`config.mk`:
```
export PLATFORM = sky130hd
export DESIGN_NAME = serial_adder_flat
export DESIGN_NICKNAME = d
export VERILOG_FILES = /design/src/rtl/serial_adder_if.sv /design/src/rtl/serial_adder.sv /design/src/flat_wrapper.sv
export SDC_FILE = /design/constraint.sdc
export NUM_CORES = 1
export LEC_CHECK = 0
export BUFFER_PORTS_ARGS = -buffer_cell sky130_fd_sc_hd__buf_2
export CORE_ASPECT_RATIO = 0.9
export CORE_MARGIN = 5
export CORE_UTILIZATION = 54
export DETAILED_ROUTE_END_ITERATION = 10
export HOLD_SLACK_MARGIN = 0.15
export PLACE_DENSITY = 0.74
export SETUP_SLACK_MARGIN = 0.15
export SYNTH_ARGS = -nofsm -noshare
export SYNTH_HDL_FRONTEND = slang
export SYNTH_SLANG_ARGS = --single-unit
```
`constraint.sdc`:
```
create_clock -name clk -period 2.1 [get_ports clk]
set_input_delay 0.315 -clock clk [delete_from_list [all_inputs] [get_ports clk]]
set_output_delay 0.315 -clock clk [all_outputs]
set_load 0.1 [all_outputs]
```
`src/rtl/serial_adder_if.sv`:
```
// Operand/result handshake bundle for the bit-serial adder.
// The master side issues operands and consumes results; the adder is the slave.
interface serial_adder_if #(
   parameter int WIDTH = 8
);
   logic             in_valid;
   logic             in_ready;
   logic [WIDTH-1:0] a;
   logic [WIDTH-1:0] b;
   logic             cin;
   logic             out_valid;
   logic             out_ready;
   logic [WIDTH-1:0] sum;
   logic             cout;
   logic             busy;

   modport master (
      output in_valid, a, b, cin, out_ready,
      input  in_ready, out_valid, sum, cout, busy
   );

   modport slave (
      input  in_valid, a, b, cin, out_ready,
      output in_ready, out_valid, sum, cout, busy
   );
endinterface

```
`src/rtl/serial_adder.sv`:
```
// Bit-serial WIDTH-bit adder: operands are shifted LSB-first through one
// full_adder cell with a registered carry, one bit per clock.
module full_adder (
   input  logic a,
   input  logic b,
   input  logic ci,
   output logic s,
   output logic co
);
   assign s  = a ^ b ^ ci;
   assign co = (a & b) | (ci & (a ^ b));
endmodule

module serial_adder #(
   parameter int WIDTH = 8
) (
   input  logic           clk,
   input  logic           rst_n,
   serial_adder_if.slave  bus
);
   localparam int            CW   = (WIDTH > 1) ? $clog2(WIDTH) : 1;
   localparam logic [CW-1:0] LAST = CW'(WIDTH - 1);

   typedef enum logic [1:0] {IDLE, RUN, DONE} state_e;

   state_e           state_q, state_d;
   logic [WIDTH-1:0] a_sh_q, a_sh_d;
   logic [WIDTH-1:0] b_sh_q, b_sh_d;
   logic [WIDTH-1:0] res_sh_q, res_sh_d;
   logic [WIDTH-1:0] sum_q, sum_d;
   logic [WIDTH-1:0] msb_bit;
   logic             carry_q, carry_d;
   logic             cout_q, cout_d;
   logic [CW-1:0]    cnt_q, cnt_d;
   logic             fa_s, fa_co;

   full_adder u_fa (
      .a  (a_sh_q[0]),
      .b  (b_sh_q[0]),
      .ci (carry_q),
      .s  (fa_s),
      .co (fa_co)
   );

   always_comb begin
      state_d  = state_q;
      a_sh_d   = a_sh_q;
      b_sh_d   = b_sh_q;
      res_sh_d = res_sh_q;
      carry_d  = carry_q;
      cnt_d    = cnt_q;
      sum_d    = sum_q;
      cout_d   = cout_q;
      msb_bit  = '0;
      msb_bit[WIDTH-1] = fa_s;
      case (state_q)
         IDLE: begin
            if (bus.in_valid) begin
               a_sh_d  = bus.a;
               b_sh_d  = bus.b;
               carry_d = bus.cin;
               cnt_d   = '0;
               state_d = RUN;
            end
         end
         RUN: begin
            a_sh_d   = a_sh_q >> 1;
            b_sh_d   = b_sh_q >> 1;
            res_sh_d = (res_sh_q >> 1) | msb_bit;
            carry_d  = fa_co;
            // Counter holds on the last bit so it never wraps.
            if (cnt_q == LAST) begin
               sum_d   = res_sh_d;
               cout_d  = fa_co;
               state_d = DONE;
            end else begin
               cnt_d = cnt_q + 1'b1;
            end
         end
         DONE: begin
            if (bus.out_ready) state_d = IDLE;
         end
         default: state_d = IDLE;
      endcase
   end

   always_ff @(posedge clk or negedge rst_n) begin
      if (!rst_n) begin
         state_q  <= IDLE;
         a_sh_q   <= '0;
         b_sh_q   <= '0;
         res_sh_q <= '0;
         carry_q  <= 1'b0;
         cnt_q    <= '0;
         sum_q    <= '0;
         cout_q   <= 1'b0;
      end else begin
         state_q  <= state_d;
         a_sh_q   <= a_sh_d;
         b_sh_q   <= b_sh_d;
         res_sh_q <= res_sh_d;
         carry_q  <= carry_d;
         cnt_q    <= cnt_d;
         sum_q    <= sum_d;
         cout_q   <= cout_d;
      end
   end

   assign bus.in_ready  = (state_q == IDLE);
   assign bus.out_valid = (state_q == DONE);
   assign bus.busy      = (state_q != IDLE);
   assign bus.sum       = sum_q;
   assign bus.cout      = cout_q;
endmodule
```
`src/flat_wrapper.sv`:
```
// flat-port wrapper written by rule: the top's interface ports become plain ports
module serial_adder_flat 
#(
   parameter int WIDTH = 8
)
  (clk, rst_n, bus_in_valid, bus_a, bus_b, bus_cin, bus_out_ready, bus_in_ready, bus_out_valid, bus_sum, bus_cout, bus_busy);
  serial_adder_if #(.WIDTH(WIDTH)) bus_i ();
  input  logic clk;
  input  logic rst_n;
  input wire logic [$bits(bus_i.in_valid)-1:0] bus_in_valid;
  input wire logic [$bits(bus_i.a)-1:0] bus_a;
  input wire logic [$bits(bus_i.b)-1:0] bus_b;
  input wire logic [$bits(bus_i.cin)-1:0] bus_cin;
  input wire logic [$bits(bus_i.out_ready)-1:0] bus_out_ready;
  output wire logic [$bits(bus_i.in_ready)-1:0] bus_in_ready;
  output wire logic [$bits(bus_i.out_valid)-1:0] bus_out_valid;
  output wire logic [$bits(bus_i.sum)-1:0] bus_sum;
  output wire logic [$bits(bus_i.cout)-1:0] bus_cout;
  output wire logic [$bits(bus_i.busy)-1:0] bus_busy;
  assign bus_i.in_valid = bus_in_valid;
  assign bus_i.a = bus_a;
  assign bus_i.b = bus_b;
  assign bus_i.cin = bus_cin;
  assign bus_i.out_ready = bus_out_ready;
  assign bus_in_ready = bus_i.in_ready;
  assign bus_out_valid = bus_i.out_valid;
  assign bus_sum = bus_i.sum;
  assign bus_cout = bus_i.cout;
  assign bus_busy = bus_i.busy;
  serial_adder #(.WIDTH(WIDTH)) u_core (.clk(clk), .rst_n(rst_n), .bus(bus_i));
endmodule
```
==> impl_metrics.yaml, run 1 <==
status:
  status: "finished, final reports clean"
yosys:
  netlist_top_cells_area: "dfrtp_1 (53%), mux2_2 (9.4%), o221a_2 (5.6%)"
  synth_common_cells: "dfrtp_1 (38), mux2_2 (15), inv_1 (11), o221a_2 (9), or4b_1 (9)"
  synth.most_common_cell: "dfrtp_1"
  synth_nets: 167
  synthFlopType: "dfrtp_1"
  synth.avg_cell_area_um2: 12.63
  syn_inst: 143
  ys_async_sr_fraction_pct: 100.0
  synth-edff-count: 0
  ys_ff_latch: 38
  seq_area_frac_synth_pct: 52.67
  synth_top_area_share_pct: 52.67
  synth_area_mm2: 0.001805
  synth.largest_area_cell: "dfrtp_1"
  yosys_warnings: 0
  ys_types: 28
cts:
  clock_path_buffers: 2
  cts-root-buf: "clkbuf_8"
  clk_pin_slew_ns: 0.08
  cts_buffers: 5
  htree_levels: 2
  clock-sinks: 38
  cts_tree: "yes"
  insertion_delay_ns: 0.29
  post_cts_buffers: 0
power:
  seqPwrFrac_pct: 35.0
  p_clk_share_pct: 16.2
  switching_share_pct: 45.86
  powerDensity_mw_per_mm2: 1796
  total_power_mw: 3.794
  power.internal_mw: 2.054
  peakVddDrop_mv: 1.054
  p_sw_mw: 1.740
  comb_power_share_pct: 48.9
  p_leak_nw: 0.9579
setup_path:
  end_kind: "flip-flop"
  arrival_ns: 1.95
  critical_path_class: "flip-flop to flip-flop"
  cp-start-kind: "flip-flop"
  rrSetupSlack_ns: 0.32
  cp.required_ns: 2.27
  cp_max_fo: 10
placed_design:
  dp_cells: 210
  place_hpwl_um: 2449
  port_buffers: 32
  place_congestion: 0.7303
  placed_area_mm2: 0.001997
  pre_cts_slack_ns: 0.3118
finish:
  fin_nets: 197
  drive_above_1_share_pct: 41.38
  instances_no_fill: 218
  fin_util_pct: 63.94
  antenna_cells: 0
  fill_cells: 289
  syn2layout_area_growth_pct: 16.98
  postLayoutCellArea_mm2: 0.002112
timing:
  min_period_ns: 1.783
  skew_ns: 0.008595
  fin_crit_sh_pct: 84.92
  setup_viol: 0
  rsz0062_at_grt: "false"
  drv_slew: 0
  maxSlewHeadroom_pct: 45.79
  worst_slack_ns: 0.3167
  worst_pin_slew_ns: 0.8132
  fmax_mhz: 560.8
  hold_viol: 0
die:
  std_cell_rows: 20
  start_util_pct: 54.66
  die_w_um: 70.95
  coreArea_mm2: 0.003303
  dieArea_mm2: 0.004601
  ioPinCount: 33
  chipHeight_um: 64.86
drt:
  vias_per_cell: 5.798
  wl_per_cell_um: 16.26
  routed_wl_um: 3544
  drc: 0
  dr_total_vias: 1264
  dr.first_iter.drc_count: 60
  dr.pass1.iters: 5
  drt.antenna.violating_nets: 0
global_route:
  grt_pass1_vias: 1334
  grt_pass1_wl_um: 6361
  grtUsageTotal_pct: 17.86
  grt_overflow: 0
  grt_max_degree: 39
  antenna_found_initial: 0
flow_run:
  cap_violations: 0
worst_hold_path:
  min_path_type: "input port to async pin"
## path summary, 6_finish.rpt
path | endpoint | start | depth (start not counted)
setup / recovery | u_core.bus.sum[3] | u_core.cnt_q[0] | 4
min in group clk | u_core.state_q[1] | bus_out_ready | 2
hold reg to reg | u_core.bus.sum[0] | u_core.bus.sum[0] | 1
hold / removal | u_core.bus.sum[5] | rst_n | 1
max in group asynchronous | u_core.state_q[1] | rst_n | 1
setup reg to reg | u_core.bus.sum[3] | u_core.cnt_q[0] | 4
## flip-flops by register name (all words and copies together), names as in the netlist
signal,cells
u_core.a_sh_q,8
u_core.b_sh_q,8
u_core.bus.cout,1
u_core.bus.sum,8
u_core.carry_q,1
u_core.cnt_q,3
u_core.res_sh_q,7
u_core.state_q,2
## cell type report
type	instances	area, um^2	area share (%)
Clock inverter	3	45.04	2.133
Multi-Input combinational cell	81	744.5	35.25
Timing Repair Buffer	36	205.2	9.716
Inverter	11	41.29	1.955
Tap cell	44	55.05	2.607
Clock buffer	5	68.82	3.258
Sequential cell	38	952.2	45.08
## metal layers
metal	wire (um)	up-vias	share of wire [%]	track usage, %
met5	0	-	0	0
met3	206	17	5.8	4.496
li1	-	587	-	-
met2	1705	42	48	28.01
met1	1515	618	43	23.05
met4	116	0	3.3	8.685
## power groups by stage
stage | combinational [mW] | clock, mW | sequential (mW)
2_1_floorplan | 1.00 | 0 | 1.85
3_3_place_gp | 1.80 | 0 | 1.32
3_5_place_dp | 1.86 | 0 | 1.34
4_1_cts | 1.87 | 0.628 | 1.32
5_1_grt | 1.99 | 0.667 | 1.38
6_report | 1.85 | 0.613 | 1.33
## worst max-delay path, cell delays in order, from the launching register on
cell	delay (ns)
dfrtp_1	0.41
ha_1	0.21
ha_1	0.25
nand3b_1	0.39
mux2_2	0.39
## kinds of logic (layout without fill, tap and decap cells)
family,count (synthesis),count (layout),synth area share [%]
muxes,16,16,9.979
buffers and inverters,24,55,6.514
AOI/OAI and AO/OA,24,24,12.06
and+or+nand+nor,38,38,16.29
adders and majority gates,3,3,2.495
DFF,38,38,52.67
## cells in the final DEF, fill, tap and decap left out, types with 2 or more instances in the layout
master      Yosys  layout
a211o_1         2       2
a211oi_1        6       6
buf_2           8      31
buf_4           0       4
clkbuf_8        0       5
clkinvlp_4      0       2
dfrtp_1        38      37
ha_1            2       2
inv_1          11      11
mux2_2         15      15
nand2_1         2       2
nand2b_1        5       5
nand3_1         3       3
nor3b_1         8       8
nor4b_1         6       6
nor4bb_1        2       2
o221a_2         9       9
o221ai_1        3       3
or4b_1          9       9
## through the flow
| stage | hold WS, ns | setup TNS, ns |
|---|---|---|
| floorplan | 0.01941 | -0.04623 |
| global placement | 0.4460 | 0 |
| detailed placement | 0.4628 | 0 |
| CTS | 0.1516 | 0 |
| global route | 0.1944 | 0 |
| finish | 0.1107 | 0 |
## timing repair
action / 4_1_cts / 5_1_grt
resized for setup: 0 / 1
setup endpoints to repair: 0 / 1
hold buffers: 0 / 0
Power figures use the tool's default switching activity.
==> run 2: changes to the inputs <==
==> constraint.sdc (replaced) <==
create_clock -name clk -period 1.8 [get_ports clk]
set_input_delay 0.27 -clock clk [delete_from_list [all_inputs] [get_ports clk]]
set_output_delay 0.27 -clock clk [all_outputs]
set_load 0.1 [all_outputs]
==> run 2 against run 1 <==
Combinational power rose by 26%. Setup slack got worse by 0.089 ns. Cell count rose by 3.2%. Critical endpoint is now bus_busy. Sequential cell count did not move. Largest power group unchanged. Wire length rose by 0.11%. Critical path depth did not move. Largest cell class unchanged. Highest routed layer unchanged. Die area did not move. Sequential share of layout area fell by 2.6 points.
==> impl_metrics.yaml, run 2 (same netlist as run 1, synthesis figures left out) <==
status:
  status: "finished, final reports clean"
setup_path:
  arrival_ns: 1.30
  cp_max_fo: 7
  r2r_end: "u_core.bus.sum[1]"
  rrSetupSlack_ns: 0.24
  end_kind: "output port"
  cp.required_ns: 1.53
  critical_path_class: "flip-flop to output port"
  crit_path_top_delay_cell: "dfrtp_2"
  max_stage_delay_ns: 0.45
  cp-start-kind: "flip-flop"
  r2r-start: "u_core.cnt_q[0]"
  crit_chain: "buf_4, nor2_4, inv_1, buf_12"
  reg2regPathDepth: 5
placed_design:
  place_congestion: 0.7242
  place_hpwl_um: 2421
  placed_area_mm2: 0.002062
  dp_cells: 213
  pre_cts_slack_ns: 0.03044
  port_buffers: 32
timing:
  worst_slack_ns: 0.2274
  min_period_ns: 1.573
  rsz0062_at_grt: "false"
  skew_ns: 0.004386
  fin_crit_sh_pct: 87.36
  hold_viol: 0
  setup_viol: 0
  drv_slew: 0
  worst_pin_slew_ns: 0.5006
  fmax_mhz: 635.9
  maxSlewHeadroom_pct: 66.56
cts:
  clock-sinks: 38
  clk_pin_slew_ns: 0.07
  cts-root-buf: "clkbuf_8"
  htree_levels: 2
  clock_path_buffers: 2
  cts_tree: "yes"
  cts_buffers: 5
  insertion_delay_ns: 0.29
drt:
  wl_per_cell_um: 15.77
  routed_wl_um: 3548
  drt.antenna.violating_nets: 0
  dr.first_iter.drc_count: 53
  dr_total_vias: 1263
  drc: 0
  dr.pass1.iters: 4
  vias_per_cell: 5.613
finish:
  fin_nets: 204
  antenna_cells: 0
  syn2layout_area_growth_pct: 24.39
  postLayoutCellArea_mm2: 0.002246
  drive_above_1_share_pct: 44.75
  instances_no_fill: 225
  layout_commonest_cell: "dfrtp_1"
  final_cell_mix: "dfrtp_1 (36), buf_2 (29), mux2_2 (15), inv_1 (10)"
flow_run:
  cap_violations: 0
global_route:
  grtUsageTotal_pct: 17.39
  grt_max_degree: 39
  grt_pass1_wl_um: 6099
  antenna_found_initial: 0
  grt_overflow: 0
  grt_pass1_vias: 1329
worst_hold_path:
  hold_start: "bus_out_ready"
  hold_end: "u_core.state_q[1]"
  hold-path-cell-count: 2
  min_path_type: "input port to flip-flop"
die:
  die_w_um: 70.95
  dieArea_mm2: 0.004601
  std_cell_rows: 20
  ioPinCount: 33
  chipHeight_um: 64.86
  coreArea_mm2: 0.003303
  start_util_pct: 54.66
power:
  p_leak_nw: 1.024
  peakVddDrop_mv: 1.132
  powerDensity_mw_per_mm2: 2112
[run 2: cell count changes in the layout (fill, tap and decap cells not counted), moves of 2 or more]
| cell | change |
|---|---|
| buf_4 | +4 |
| buf_2 | -2 |
| buf_12 | +3 |
| clkinvlp_4 | -2 |
[run 2: how the worst max path moves through the flow]
stage	from	endpoint	slack [ns]	cells past startpoint
final	u_core.state_q[1]	bus_busy	0.23	4
after global placement	u_core.cnt_q[0]	u_core.bus.sum[0]	0.11	4
after detailed placement	u_core.cnt_q[0]	u_core.bus.sum[1]	0.03	4
after CTS	u_core.cnt_q[0]	u_core.bus.sum[1]	0.18	5
after floorplan	u_core.state_q[1]	bus_busy	-0.30	4
after global routing	u_core.state_q[1]	bus_busy	0.16	4
[run 2: per-stage QoR]
step / hold slack [ns] / util (%) / TNS, ns / power, mW
floorplan: -0.02559 / - / -0.3012 / 3.329
global placement: 0.3375 / 62.42 / 0 / 3.751
detailed placement: 0.3500 / 62.42 / 0 / 3.840
CTS: 0.1863 / 67.77 / 0 / 4.772
global route: 0.1783 / 67.99 / 0 / 4.997
finish: 0.1742 / 67.99 / 0 / 4.743
[run 2: worst max-delay path: cells and delay by family, from the launching register on]
kind | cells | cell delay [ns]
flip-flops | 1 | 0.45
buffers and inverters | 3 | 0.43
AND/OR/NAND/NOR | 1 | 0.13
[run 2: cell type report]
cell class | count | area (um^2)
fill | 260 | 1057
timing repair buffer | 43 | 306.5
clock inverter | 2 | 60.06
multi-input combinational | 81 | 747.0
clock buffer | 6 | 82.58
sequential | 38 | 953.4
tap | 44 | 55.05
inverter | 11 | 41.29
[run 2: repair_timing]
item	CTS	global route
setup buffers	3	0
gates resized for setup	1	4
hold buffers	1	0
setup endpoints to repair	11	11
endpoints found under the hold margin	38	0
[run 2: report_power, final]
group | internal (mW) | total, mW | switching (mW)
clock | 0.591 | 0.893 | 0.302
sequential | 1.26 | 1.52 | 0.254
combinational | 0.851 | 2.33 | 1.48
total | 2.70 | 4.74 | 2.04
[run 2: per-layer routing]
| layer | vias to the layer above | share of wire [%] | GRT usage (%) |
|---|---|---|---|
| li1 | 603 | - | - |
| met1 | 624 | 45 | 20.34 |
| met2 | 31 | 48 | 28.36 |
| met3 | 5 | 5.7 | 6.512 |
| met4 | 0 | 1.6 | 7.981 |
| met5 | - | 0 | 0 |
==> run 3: changes to the inputs <==
--- a/config.mk
+++ b/config.mk
@@ -12,6 +12,7 @@
 export DETAILED_ROUTE_END_ITERATION = 10
 export HOLD_SLACK_MARGIN = 0.15
 export PLACE_DENSITY = 0.74
+export REMOVE_ABC_BUFFERS = 1
 export SETUP_SLACK_MARGIN = 0.15
 export SYNTH_ARGS = -nofsm -noshare
 export SYNTH_HDL_FRONTEND = slang
==> run 3 against run 2 <==
Clock skew grew 0.00094 ns. Via count grew 0.24%. Clock power shrank 32%. Setup slack is essentially flat. Final area shrank 1.8%. Critical path depth is the same. Sequential share of layout area grew 0.71 points. Critical endpoint unchanged. Largest power group unchanged.
==> impl_metrics.yaml, run 3 (same netlist as run 1, synthesis figures left out) <==
status:
  status: "finished, final reports clean"
power:
  power.internal_mw: 2.443
  switching_share_pct: 45.52
  p_clk_share_pct: 13.6
  p_leak_nw: 1.004
  powerDensity_mw_per_mm2: 2033
  p_sw_mw: 2.041
  peakVddDrop_mv: 1.087
  seqPwrFrac_pct: 33.7
  comb_power_share_pct: 52.8
worst_hold_path:
  hold_end: "u_core.state_q[1]"
  hold-path-cell-count: 2
  hold_start: "bus_out_ready"
  min_path_type: "input port to flip-flop"
finish:
  fin_util_pct: 66.78
  fin_nets: 203
  syn2layout_area_growth_pct: 22.18
  final_cell_mix: "dfrtp_1 (37), buf_2 (29), mux2_2 (15), inv_1 (10)"
  antenna_cells: 0
  layout_commonest_cell: "dfrtp_1"
  postLayoutCellArea_mm2: 0.002206
  instances_no_fill: 224
  drive_above_1_share_pct: 43.89
setup_path:
  r2r-start: "u_core.cnt_q[0]"
  critical_path_class: "flip-flop to output port"
  arrival_ns: 1.30
  cp.required_ns: 1.53
  cp-start-kind: "flip-flop"
  r2r_end: "u_core.bus.sum[4]"
  cp_max_fo: 21
  reg2regPathDepth: 5
  end_kind: "output port"
  rrSetupSlack_ns: 0.24
global_route:
  grtUsageTotal_pct: 17.01
  grt_pass1_vias: 1254
  grt_pass1_wl_um: 6009
  grt_overflow: 0
  grt_max_degree: 39
  antenna_found_initial: 0
die:
  ioPinCount: 33
  dieArea_mm2: 0.004601
  std_cell_rows: 20
  chipHeight_um: 64.86
  die_w_um: 70.95
  coreArea_mm2: 0.003303
  start_util_pct: 54.66
drt:
  dr_total_vias: 1266
  routed_wl_um: 3446
  vias_per_cell: 5.652
  dr.pass1.iters: 4
  drt.antenna.violating_nets: 0
  wl_per_cell_um: 15.38
  dr.first_iter.drc_count: 49
  drc: 0
placed_design:
  place_congestion: 0.7071
  dp_cells: 213
  pre_cts_slack_ns: 0.04522
  port_buffers: 32
  placed_area_mm2: 0.002054
  place_hpwl_um: 2477
timing:
  worst_slack_ns: 0.2274
  fmax_mhz: 635.9
  finalHoldWorstSlack_ns: 0.1673
  drv_slew: 0
  fin_crit_sh_pct: 87.37
  hold_viol: 0
  skew_ns: 0.005324
  worst_pin_slew_ns: 0.4807
  maxSlewHeadroom_pct: 67.95
  min_period_ns: 1.573
  rsz0062_at_grt: "false"
  setup_viol: 0
cts:
  insertion_delay_ns: 0.29
  clock_path_buffers: 2
  cts-root-buf: "clkbuf_8"
  cts_buffers: 5
  clock-sinks: 38
  cts_tree: "yes"
  htree_levels: 2
  clk_pin_slew_ns: 0.07
flow_run:
  cap_violations: 0
run 3: changes by cell type in the layout (fill, tap and decap cells not counted):
| cell | previous run | this run |
|---|---|---|
| buf_4 | 8 | 5 |
| bufinv_16 | 2 | 0 |
| buf_12 | 4 | 5 |
| buf_6 | 1 | 2 |
| clkinv_2 | 0 | 1 |
| clkinvlp_4 | 0 | 1 |
| dfrtp_1 | 36 | 37 |
| dfrtp_2 | 2 | 1 |
run 3: worst max-delay path, stage by stage (launching register included):
cell and delay [ns]:
dfrtp_1 0.42, buf_6 0.18, nor2_4 0.14, inv_1 0.09, buf_12 0.17
run 3: power by group through the flow:
stage / clock [mW] / combinational, mW / sequential (mW)
final: 0.608 / 2.37 / 1.51
after global routing: 0.666 / 2.53 / 1.57
after CTS: 0.622 / 2.37 / 1.51
after detailed placement: 0 / 2.32 / 1.54
after global placement: 0 / 2.23 / 1.52
after floorplan: 0 / 0.994 / 2.23
run 3: metrics by stage:
| stage | TNS, ns | power [mW] |
|---|---|---|
| detailed placement | 0 | 3.857 |
| global placement | 0 | 3.749 |
| floorplan | -1.931 | 3.223 |
| CTS | 0 | 4.510 |
| finish | 0 | 4.484 |
| global route | 0 | 4.768 |
run 3: cell type report:
class / instances / area, um^2
clock inverter: 2 / 12.51
timing repair buffer: 42 / 315.3
sequential: 38 / 952.2
fill: 275 / 1097
multi-input combinational: 81 / 747.0
inverter: 11 / 41.29
tap: 44 / 55.05
clock buffer: 6 / 82.58
run 3: worst max path at each step:
stage	from	to
2_1_floorplan	u_core.state_q[0]	bus_busy
3_3_place_gp	u_core.cnt_q[0]	u_core.bus.sum[0]
3_5_place_dp	u_core.cnt_q[0]	u_core.bus.sum[4]
4_1_cts	u_core.state_q[1]	bus_busy
5_1_grt	u_core.state_q[1]	bus_busy
6_report	u_core.state_q[1]	bus_busy
run 3: routing by layer:
layer	global-route usage, %	part of all wire (%)	vias to the layer above
li1	-	-	610
met1	20.80	43	616
met2	28.24	50	33
met3	5.271	5.7	7
met4	6.338	1.5	0
met5	0	0	-
run 3: repair_timing:
item | CTS | global route
setup buffers | 2 | 0
setup endpoints to repair | 12 | 12
hold buffers | 1 | 0
resized for setup | 1 | 6
pin swaps | 0 | 1
hold endpoints to repair | 38 | 0
